==> config.mk <==
export PLATFORM = sky130hd
export DESIGN_NAME = int_imm_exec_unit
export DESIGN_NICKNAME = d
export VERILOG_FILES = /design/src/rtl/rv_int_pkg.sv /design/src/rtl/shift_stepper.sv /design/src/rtl/int_imm_exec_unit.sv
export SDC_FILE = /design/constraint.sdc
export NUM_CORES = 1
export LEC_CHECK = 0
export ABC_AREA = 1
export CAP_MARGIN = 30
export CORE_ASPECT_RATIO = 1.1
export CORE_MARGIN = 2
export CORE_UTILIZATION = 59
export DETAILED_ROUTE_END_ITERATION = 8
export GPL_ROUTABILITY_DRIVEN = 0
export PLACE_DENSITY = 0.83
export SETUP_SLACK_MARGIN = 0.1
export SLEW_MARGIN = 20
export SYNTH_ARGS = -nofsm -noshare
export SYNTH_HDL_FRONTEND = slang
export SYNTH_SLANG_ARGS = --single-unit
export TNS_END_PERCENT = 10
==> constraint.sdc <==
create_clock -name clk -period 3.8 [get_ports clk]
set_input_delay 0.76 -clock clk [delete_from_list [all_inputs] [get_ports clk]]
set_output_delay 0.76 -clock clk [all_outputs]
set_load 0.05 [all_outputs]
==> src/rtl/rv_int_pkg.sv <==
// Shared definitions for the RV integer register-immediate execute path:
// funct3 encodings, execute-unit state encoding and default datapath width.
package rv_int_pkg;

  localparam int XLEN_DEFAULT = 32;

  localparam logic [2:0] F3_ADD     = 3'b000;
  localparam logic [2:0] F3_SLL     = 3'b001;
  localparam logic [2:0] F3_SLT     = 3'b010;
  localparam logic [2:0] F3_SLTU    = 3'b011;
  localparam logic [2:0] F3_XOR     = 3'b100;
  localparam logic [2:0] F3_SRL_SRA = 3'b101;
  localparam logic [2:0] F3_OR      = 3'b110;
  localparam logic [2:0] F3_AND     = 3'b111;

  typedef enum logic [1:0] {
    ST_IDLE  = 2'd0,
    ST_SHIFT = 2'd1,
    ST_DONE  = 2'd2
  } exec_state_e;

  function automatic logic is_shift_op(input logic [2:0] f3);
    return (f3 == F3_SLL) || (f3 == F3_SRL_SRA);
  endfunction

endpackage

==> src/rtl/shift_stepper.sv <==
// Iterative shifter: moves the operand by up to SHIFT_STEP bits per cycle
// until the latched shift amount is used up.
module shift_stepper #(
  parameter  int XLEN       = 32,
  parameter  int SHIFT_STEP = 1,
  localparam int SW         = $clog2(XLEN)
) (
  input  logic            clk,
  input  logic            rst,
  input  logic            load,
  input  logic            dir,
  input  logic            arith,
  input  logic [XLEN-1:0] operand,
  input  logic [SW-1:0]   shamt,
  output logic [XLEN-1:0] result,
  output logic            done
);

  // A step wider than the largest possible shamt is clipped so it fits SW bits.
  localparam logic [SW-1:0] STEP_C = (SHIFT_STEP >= XLEN) ? SW'(XLEN - 1) : SW'(SHIFT_STEP);

  logic [XLEN-1:0] val_q, val_d;
  logic [SW-1:0]   rem_q, rem_d;
  logic            dir_q, dir_d;
  logic            arith_q, arith_d;
  logic [SW-1:0]   step_s;
  logic [SW-1:0]   rem_next_s;
  logic [XLEN-1:0] val_shift_s;

  // One shift step plus the next-state selection for load / advance / hold.
  always_comb begin
    if (32'(rem_q) < 32'(SHIFT_STEP)) begin
      step_s = rem_q;
    end else begin
      step_s = STEP_C;
    end

    if (!dir_q) begin
      val_shift_s = val_q << step_s;
    end else if (arith_q) begin
      val_shift_s = XLEN'($signed(val_q) >>> step_s);
    end else begin
      val_shift_s = val_q >> step_s;
    end

    rem_next_s = rem_q - step_s;
    result     = val_shift_s;
    done       = (rem_q != {SW{1'b0}}) && (rem_next_s == {SW{1'b0}});

    val_d   = val_q;
    rem_d   = rem_q;
    dir_d   = dir_q;
    arith_d = arith_q;
    if (load) begin
      val_d   = operand;
      rem_d   = shamt;
      dir_d   = dir;
      arith_d = arith;
    end else if (rem_q != {SW{1'b0}}) begin
      val_d = val_shift_s;
      rem_d = rem_next_s;
    end else begin
      val_d = val_q;
      rem_d = rem_q;
    end
  end

  // Shifter state registers.
  always_ff @(posedge clk) begin
    if (rst) begin
      val_q   <= {XLEN{1'b0}};
      rem_q   <= {SW{1'b0}};
      dir_q   <= 1'b0;
      arith_q <= 1'b0;
    end else begin
      val_q   <= val_d;
      rem_q   <= rem_d;
      dir_q   <= dir_d;
      arith_q <= arith_d;
    end
  end

endmodule

==> src/rtl/int_imm_exec_unit.sv <==
// Multi-cycle execute unit for RV register-immediate integer ops with
// valid/ready handshakes on both sides and an iterative shifter.
module int_imm_exec_unit
  import rv_int_pkg::*;
#(
  parameter  int XLEN       = XLEN_DEFAULT,
  parameter  int IMM_W      = 12,
  parameter  int SHIFT_STEP = 1,
  localparam int SW         = $clog2(XLEN)
) (
  input  logic             clk,
  input  logic             rst,
  input  logic             in_valid,
  output logic             in_ready,
  input  logic [2:0]       funct3,
  input  logic [IMM_W-1:0] imm,
  input  logic [XLEN-1:0]  rs1,
  output logic             out_valid,
  input  logic             out_ready,
  output logic [XLEN-1:0]  rd_data,
  output logic             busy
);

  exec_state_e     state_q, state_d;
  logic [XLEN-1:0] rd_data_q, rd_data_d;
  logic            out_valid_q, out_valid_d;
  logic            busy_q, busy_d;

  logic [XLEN-1:0] simm_s;
  logic [SW-1:0]   shamt_s;
  logic [XLEN-1:0] alu_res_s;
  logic            accept_s;
  logic            load_s;
  logic            shift_dir_s;
  logic [XLEN-1:0] shift_res_s;
  logic            shift_done_s;

  assign simm_s      = {{(XLEN - IMM_W){imm[IMM_W-1]}}, imm};
  assign shamt_s     = imm[SW-1:0];
  assign shift_dir_s = (funct3 == F3_SRL_SRA);
  assign in_ready    = (state_q == ST_IDLE) || ((state_q == ST_DONE) && out_ready);
  assign accept_s    = in_valid && in_ready;
  assign out_valid   = out_valid_q;
  assign rd_data     = rd_data_q;
  assign busy        = busy_q;

  // Single-cycle results; a zero-distance shift simply passes rs1 through.
  always_comb begin
    alu_res_s = rs1;
    case (funct3)
      F3_ADD:     alu_res_s = rs1 + simm_s;
      F3_SLT:     alu_res_s = {{(XLEN - 1){1'b0}}, ($signed(rs1) < $signed(simm_s))};
      F3_SLTU:    alu_res_s = {{(XLEN - 1){1'b0}}, (rs1 < simm_s)};
      F3_XOR:     alu_res_s = rs1 ^ simm_s;
      F3_OR:      alu_res_s = rs1 | simm_s;
      F3_AND:     alu_res_s = rs1 & simm_s;
      F3_SLL:     alu_res_s = rs1;
      F3_SRL_SRA: alu_res_s = rs1;
      default:    alu_res_s = rs1;
    endcase
  end

  shift_stepper #(
    .XLEN       (XLEN),
    .SHIFT_STEP (SHIFT_STEP)
  ) u_shift_stepper (
    .clk     (clk),
    .rst     (rst),
    .load    (load_s),
    .dir     (shift_dir_s),
    .arith   (imm[10]),
    .operand (rs1),
    .shamt   (shamt_s),
    .result  (shift_res_s),
    .done    (shift_done_s)
  );

  // Next-state logic; retiring in DONE and accepting a new op can share a cycle.
  always_comb begin
    state_d     = state_q;
    rd_data_d   = rd_data_q;
    out_valid_d = out_valid_q;
    busy_d      = busy_q;
    load_s      = 1'b0;
    case (state_q)
      ST_IDLE, ST_DONE: begin
        if ((state_q == ST_DONE) && out_ready) begin
          state_d     = ST_IDLE;
          out_valid_d = 1'b0;
        end else begin
          state_d     = state_q;
        end
        if (accept_s) begin
          if (is_shift_op(funct3) && (shamt_s != {SW{1'b0}})) begin
            load_s      = 1'b1;
            state_d     = ST_SHIFT;
            busy_d      = 1'b1;
            out_valid_d = 1'b0;
          end else begin
            rd_data_d   = alu_res_s;
            state_d     = ST_DONE;
            out_valid_d = 1'b1;
          end
        end else begin
          load_s = 1'b0;
        end
      end
      ST_SHIFT: begin
        if (shift_done_s) begin
          rd_data_d   = shift_res_s;
          state_d     = ST_DONE;
          out_valid_d = 1'b1;
          busy_d      = 1'b0;
        end else begin
          state_d     = ST_SHIFT;
        end
      end
      default: begin
        state_d     = ST_IDLE;
        out_valid_d = 1'b0;
        busy_d      = 1'b0;
      end
    endcase
  end

  // Control and output registers.
  always_ff @(posedge clk) begin
    if (rst) begin
      state_q     <= ST_IDLE;
      rd_data_q   <= {XLEN{1'b0}};
      out_valid_q <= 1'b0;
      busy_q      <= 1'b0;
    end else begin
      state_q     <= state_d;
      rd_data_q   <= rd_data_d;
      out_valid_q <= out_valid_d;
      busy_q      <= busy_d;
    end
  end

endmodule
==> flow_summary.yaml, run 1 <==
floorplanning:
  fp.dieH_um: 125
  dieWidth_um: 114
  start_util_pct: 59.8
  row_count: 44
  ios: 86
  die_area_sq_um: 14200
  core_sq_um: 13100
grt:
  grt_max_degree: 58
  grt_antenna_before_repair: 1
  grt_pass1_wl_mm: 41.8
  grt.total_usage_pct: 36.7
  grt_pass1_vias: 8090
  overflow: 0
power_and_ir_drop:
  worst_ir_drop_vdd_uv: 374
  leakage_uw: 0.00409
  power.density_nw_per_um2: 472
clock_network:
  tritoncts: "built"
  ctsHoldBuffers: 0
  post_cts_resize_count: 0
  worstSkewPairLatency_ns: 0.33
  cts_setup_buffers: 0
  clock-sinks: 75
  cts.htree.levels: 3
  numCtsBuffers: 9
  clk_pin_slew_ns: 0.06
  clockRootBuffer: "clkbuf_16"
  cts_buffer_depth: 2
setup_path:
  crit_type: "in2reg"
  endpoint_kind: "flip-flop"
  arrival_ns: 3.51
  start_kind: "input pin"
  worstPathMaxFanout: 42
  cp.required_ns: 4.00
route:
  ant_nets: 0
  drc: 0
  via_per_inst: 6.20
  routed_wl_mm: 26.4
  drtIter0Drc: 1304
  wire_per_inst_um: 18.0
  vias: 9103
  firstDrtPassIters: 6
synth:
  seq_area_frac_synth_pct: 19.2
  synth.most_common_cell: "nand2_1"
  synth_top_area_share_pct: 19.2
  avgSynthCellArea_sq_um: 6.32
  synth_ff_type: "dfxtp_1"
  ys_top_cells_by_count: "nand2_1 (281), inv_1 (129), a21oi_1 (127)"
  ys_ff_latch: 75
  synth_nets: 1389
  syn_inst: 1239
  netlist_area_sq_um: 7840
  synth_top_area_cell: "dfxtp_1"
  yosys-top-cells-area: "dfxtp_1 (19%), ha_1 (16%), nand2_1 (13%), a21oi_1 (8.1%), inv_1 (6.2%)"
  async_flop_share_pct: 0
  ys.warnings.count: 0
  synth_edf_count: 0
  synthDistinctLibCells: 50
finish:
  multiInputGateArea_sq_um: 5520
  drive_gt1_share_pct: 5.20
  diodes: 0
  fin_nets: 1452
  regArea_sq_um: 1500
  area_delta_synth_final_pct: 16.2
  fill_cells: 1184
  fin_util_pct: 69.5
  fin_area_sq_um: 9100
timing:
  rsz0062_at_grt: "no"
  fin_crit_ns: 3.31
  setup_tns_ns: 0
  hold_viol: 0
  tightestPinTransition_ns: 0.849
  min_period_over_period_pct: 87.2
  fmax_mhz: 302
  fin_hold_ws_ns: 0.461
  final-setup-viol-count: 0
  slew-limit-headroom_pct: 43.3
  drv_slew: 0
  clock-skew-final_ns: 0.00552
place:
  io_buffers: 85
  post_dp_cell_area_sq_um: 8820
  hpwl_mm: 19.8
outcome:
  status: "finished clean"
hold_path:
  holdCritPathClass: "reg2reg"
job:
  maxCapViolCount: 0
==> cell type report <==
| type | instances | area share, % |
|---|---|---|
| inverter | 132 | 5.44 |
| multi-input combinational | 966 | 60.6 |
| sequential | 75 | 16.5 |
| tap | 161 | 2.21 |
| clock inverter | 2 | 0.110 |
| clock buffer | 14 | 2.90 |
| timing repair buffer | 118 | 12.2 |
==> sequential cells by signal, indices dropped and copies added, names as in the netlist <==
register	cells
busy	1
out_valid	1
rd_data	32
state_q	2
u_shift_stepper.arith_q	1
u_shift_stepper.dir_q	1
u_shift_stepper.rem_q	5
u_shift_stepper.val_q	32
==> kinds of logic after synthesis <==
logic type / synth area share [%]
and+or+nand+nor: 26.6
AOI/OAI and AO/OA: 27.1
buffers and inverters: 10.5
adders and majority gates: 15.9
DFF: 19.2
xor gates and xnor gates: 0.671
==> per-layer routing <==
layer | track usage [%] | vias to the layer above | wire [um]
met5 | 0 | - | 0
met4 | 10.9 | 0 | 583
met3 | 6.86 | 62 | 3290
met2 | 55.9 | 584 | 11600
met1 | 52.6 | 4140 | 10900
li1 | - | 4317 | -
==> metrics by stage <==
stage          total power [uW]  std cells  setup WS [ns]
2_1_floorplan              2890       1239          0.685
3_3_place_gp               3410       1451          0.230
3_5_place_dp               3450       1451          0.249
4_1_cts                    4250       1467          0.599
5_1_grt                    4610       1468          0.379
6_report                   4300       1468          0.486
==> critical path, cell delays in order <==
cell             delay, ns
clkdlybuf4s50_1       0.48
inv_1                 0.07
buf_12                0.19
ha_1                  0.46
nand2_1               0.16
nor2_1                0.16
inv_1                 0.07
nor3_1                0.34
nand3_1               0.23
nand3_1               0.11
nand2_1               0.05
nand3_1               0.11
nand2_1               0.15
nand2_1               0.10
a21oi_1               0.06
==> worst paths after layout <==
| check | slack, ns | to | from | depth (start not counted) |
|---|---|---|---|---|
| worst max register to register | 1.08 | rd_data[17] | u_shift_stepper.rem_q[1] | 16 |
| worst min register to register | 0.46 | out_valid | out_valid | 2 |
| worst min-delay path | 0.46 | out_valid | out_valid | 2 |
| worst max-delay path | 0.49 | rd_data[25] | imm[11] | 15 |
==> report_power, final <==
part           total (uW)  internal (uW)  leakage (uW)  switching (uW)
logic                2460            856       0.00334            1600
registers            1050            956      0.000616            97.7
clock network         787            476      0.000137             311
total                4300           2290       0.00409            2010
==> cell usage in the layout, fill, tap and decap left out, types with 2 or more instances in the layout <==
cell	instances
nand2_1	281
inv_1	129
a21oi_1	127
nor2_1	123
ha_1	98
o21ai_0	87
clkdlybuf4s50_1	84
dfxtp_1	75
nand3_1	71
buf_4	31
o221ai_1	21
o21a_1	19
o22ai_1	14
nor3_1	12
o211ai_1	11
a22oi_1	10
a31oi_1	9
clkbuf_16	9
o21bai_1	8
a221oi_1	8
a211oi_1	8
a2111oi_0	6
xor2_1	5
a21o_1	5
nor2_2	4
a21oi_2	4
nand4_1	4
nor4_1	4
inv_2	3
or2_2	3
o21ai_1	3
o2111ai_1	3
clkbuf_1	3
nor2_4	2
o21ai_2	2
o31ai_1	2
clkinv_2	2
clkbuf_8	2
(Power assumes the default switching activity.)
==> run 2: changes to the inputs <==
--- a/config.mk
+++ b/config.mk
@@ -5,14 +5,16 @@
 export SDC_FILE = /design/constraint.sdc
 export NUM_CORES = 1
 export LEC_CHECK = 0
-export ABC_AREA = 1
 export CAP_MARGIN = 30
+export CELL_PAD_IN_SITES_DETAIL_PLACEMENT = 0
+export CELL_PAD_IN_SITES_GLOBAL_PLACEMENT = 2
 export CORE_ASPECT_RATIO = 1.1
 export CORE_MARGIN = 2
-export CORE_UTILIZATION = 59
+export CORE_UTILIZATION = 33
 export DETAILED_ROUTE_END_ITERATION = 8
 export GPL_ROUTABILITY_DRIVEN = 0
-export PLACE_DENSITY = 0.83
+export HOLD_SLACK_MARGIN = 0.03
+export PLACE_DENSITY_LB_ADDON = 0.1
 export SETUP_SLACK_MARGIN = 0.1
 export SLEW_MARGIN = 20
 export SYNTH_ARGS = -nofsm -noshare
==> run 2 against run 1 <==
Net effect:
- cell count is 7.9% higher
- via count fell by 5.5%
- combinational power down 21%
- wire length rose by 23%
- critical path depth is 1 lower
- clock skew up 0.0037 ns
- sequential share of layout area down 1.8 points
- setup slack got worse by 0.24 ns
- total power down 10%
- critical endpoint is now rd_data[19]
- highest routed layer unchanged
==> flow_summary.yaml, run 2 <==
synth:
  synth_top_area_cell: "dfxtp_1"
  async_flop_share_pct: 0
  synth_edf_count: 0
  synth.most_common_cell: "a21oi_1"
  synth_ff_type: "dfxtp_1"
  ys_top_cells_by_count: "a21oi_1 (168), nor2_1 (140), nand2_1 (117)"
  synth_top_area_share_pct: 19.0
  avgSynthCellArea_sq_um: 7.07
  syn_inst: 1118
  ys_ff_latch: 75
  ys.warnings.count: 0
  yosys-top-cells-area: "dfxtp_1 (19%), ha_1 (16%), a21oi_1 (11%), nor2_1 (6.7%), nand2_1 (5.6%)"
  netlist_area_sq_um: 7900
  synthDistinctLibCells: 79
  synth_nets: 1268
  seq_area_frac_synth_pct: 19.0
route:
  vias: 8603
  wl_met2_mm: 14.0
  via_per_inst: 5.43
  wire_per_inst_um: 20.6
  drtIter0Drc: 572
  drc: 0
  wl_met1_mm: 16.4
  routed_wl_mm: 32.6
  firstDrtPassIters: 7
  maxUsedRoutingLayer: "met4"
  dr_wl_met3_mm: 1.81
  ant_nets: 0
setup_path:
  start_kind: "input pin"
  worstPathMaxFanout: 18
  crit_slowest_cell: "clkdlybuf4s50_1"
  path_cells: "clkdlybuf4s50_1 > inv_1 > buf_12 > ha_1 > nand2_1 > nor4_1 > buf_4 > o311ai_0 > buf_4 > o211ai_1 > xnor2_1 > a211oi_1 > o22ai_1 > nor2_1"
  cp_num_buf_inv: 5
  critPathMaxStageDelay_ns: 0.48
  endpoint_kind: "flip-flop"
  cp.required_ns: 4.07
  crit_family: "buffers and inverters"
  path_common_cell: "buf_4"
  crit_type: "in2reg"
  arrival_ns: 3.83
grt:
  grt_max_degree: 65
  grt.total_usage_pct: 25.9
  grt_pass1_wl_mm: 50.2
  grt_antenna_before_repair: 0
  grt_pass1_vias: 8210
  overflow: 0
finish:
  layout_common_cells: "a21oi_1 (168), nor2_1 (138), buf_4 (136)"
  fin_util_pct: 43.2
  diodes: 0
  layout_commonest_cell: "a21oi_1"
  area_delta_synth_final_pct: 29.2
  fin_nets: 1424
  drive_gt1_share_pct: 14.5
timing:
  tightestPinTransition_ns: 0.817
  hold_viol: 0
  clock-skew-final_ns: 0.00922
  final-setup-viol-count: 0
  slew-limit-headroom_pct: 45.6
  setup_slack_ns: 0.242
  fmax_mhz: 281
  fin_crit_ns: 3.56
  drv_slew: 0
  min_period_over_period_pct: 93.6
  rsz0062_at_grt: "no"
outcome:
  status: "finished clean"
clock_network:
  worstSkewPairLatency_ns: 0.34
  cts.htree.levels: 3
  ctsHoldBuffers: 0
  tritoncts: "built"
  clockRootBuffer: "clkbuf_16"
  cts_buffer_depth: 2
  clock-sinks: 75
  clk_pin_slew_ns: 0.06
  numCtsBuffers: 9
place:
  place_ws_ns: -0.162
  io_buffers: 85
  hpwl_mm: 25.3
floorplanning:
  core_sq_um: 23600
  start_util_pct: 33.4
  row_count: 59
  fp.dieH_um: 166
  die_area_sq_um: 25200
  dieWidth_um: 152
  ios: 86
power_and_ir_drop:
  leakage_uw: 0.00430
  power.density_nw_per_um2: 379
  worst_ir_drop_vdd_uv: 356
hold_path:
  holdCritPathClass: "reg2reg"
job:
  maxCapViolCount: 0
run 2: area by class of cell:
cell class,count,area [sq um]
fillers,2506,13400
multi-input cells,893,5800
repair buffers,225,1940
flip-flops and latches,75,1500
well taps,305,382
inverters,70,263
clock buffers,9,225
clock inverters,7,92.6
run 2: cell families (layout without fill, tap and decap cells):
kind of cell    count (synthesis)  count (layout)  share of synthesized area (%)
xor+xnor                       19              19                           2.11
buf+inv                       150             311                           7.87
flops                          75              75                           19.0
mux                            37              37                           4.70
fa+ha+maj                      99              99                           15.8
compound gates                394             394                           31.5
simple gates                  344             344                           19.0
run 2: repair_timing:
item,in CTS,in global routing
setup endpoints to repair,0,3
setup buffers,0,1
resized for setup,0,3
run 2: metrics by stage:
| stage | area [sq um] | std cells | hold WS (ns) | TNS, ns | power (uW) |
|---|---|---|---|---|---|
| final | 10200 | 1584 | 0.457 | 0 | 3870 |
| after global routing | 10200 | 1584 | 0.481 | 0 | 4130 |
| after CTS | 10200 | 1583 | 0.459 | 0 | 3880 |
| after detailed placement | 9880 | 1567 | 0.452 | -0.609 | 2940 |
| after global placement | 9880 | 1567 | 0.443 | -0.335 | 2930 |
| after floorplan | 7900 | 1118 | 0.436 | 0 | 2240 |
run 2: worst min-delay path, cell delays in order, from the launching register on:
cell and delay (ns):
dfxtp_1 0.31, nand2_1 0.05, a21oi_1 0.05
run 2: metal layers:
metal  up-vias  global-route usage (%)
met5         -                       0
met4         0                    4.55
met3        32                    2.99
met2       270                    39.1
met1      4016                    39.8
li1       4285                       -
run 2: path summary, 6_finish.rpt:
kind	start	slack, ns	cells after the start	to
min reg2reg	rd_data[3]	0.46	2	rd_data[3]
max	imm[11]	0.24	14	rd_data[19]
min	rd_data[3]	0.46	2	rd_data[3]
max reg2reg	u_shift_stepper.rem_q[2]	0.45	11	rd_data[30]
run 2: report_power, final:
| group | leakage (uW) | internal, uW | switching (uW) |
|---|---|---|---|
| registers | 0.000614 | 884 | 111 |
| logic | 0.00354 | 715 | 1220 |
| clock network | 0.000147 | 573 | 363 |
| total | 0.00430 | 2170 | 1700 |
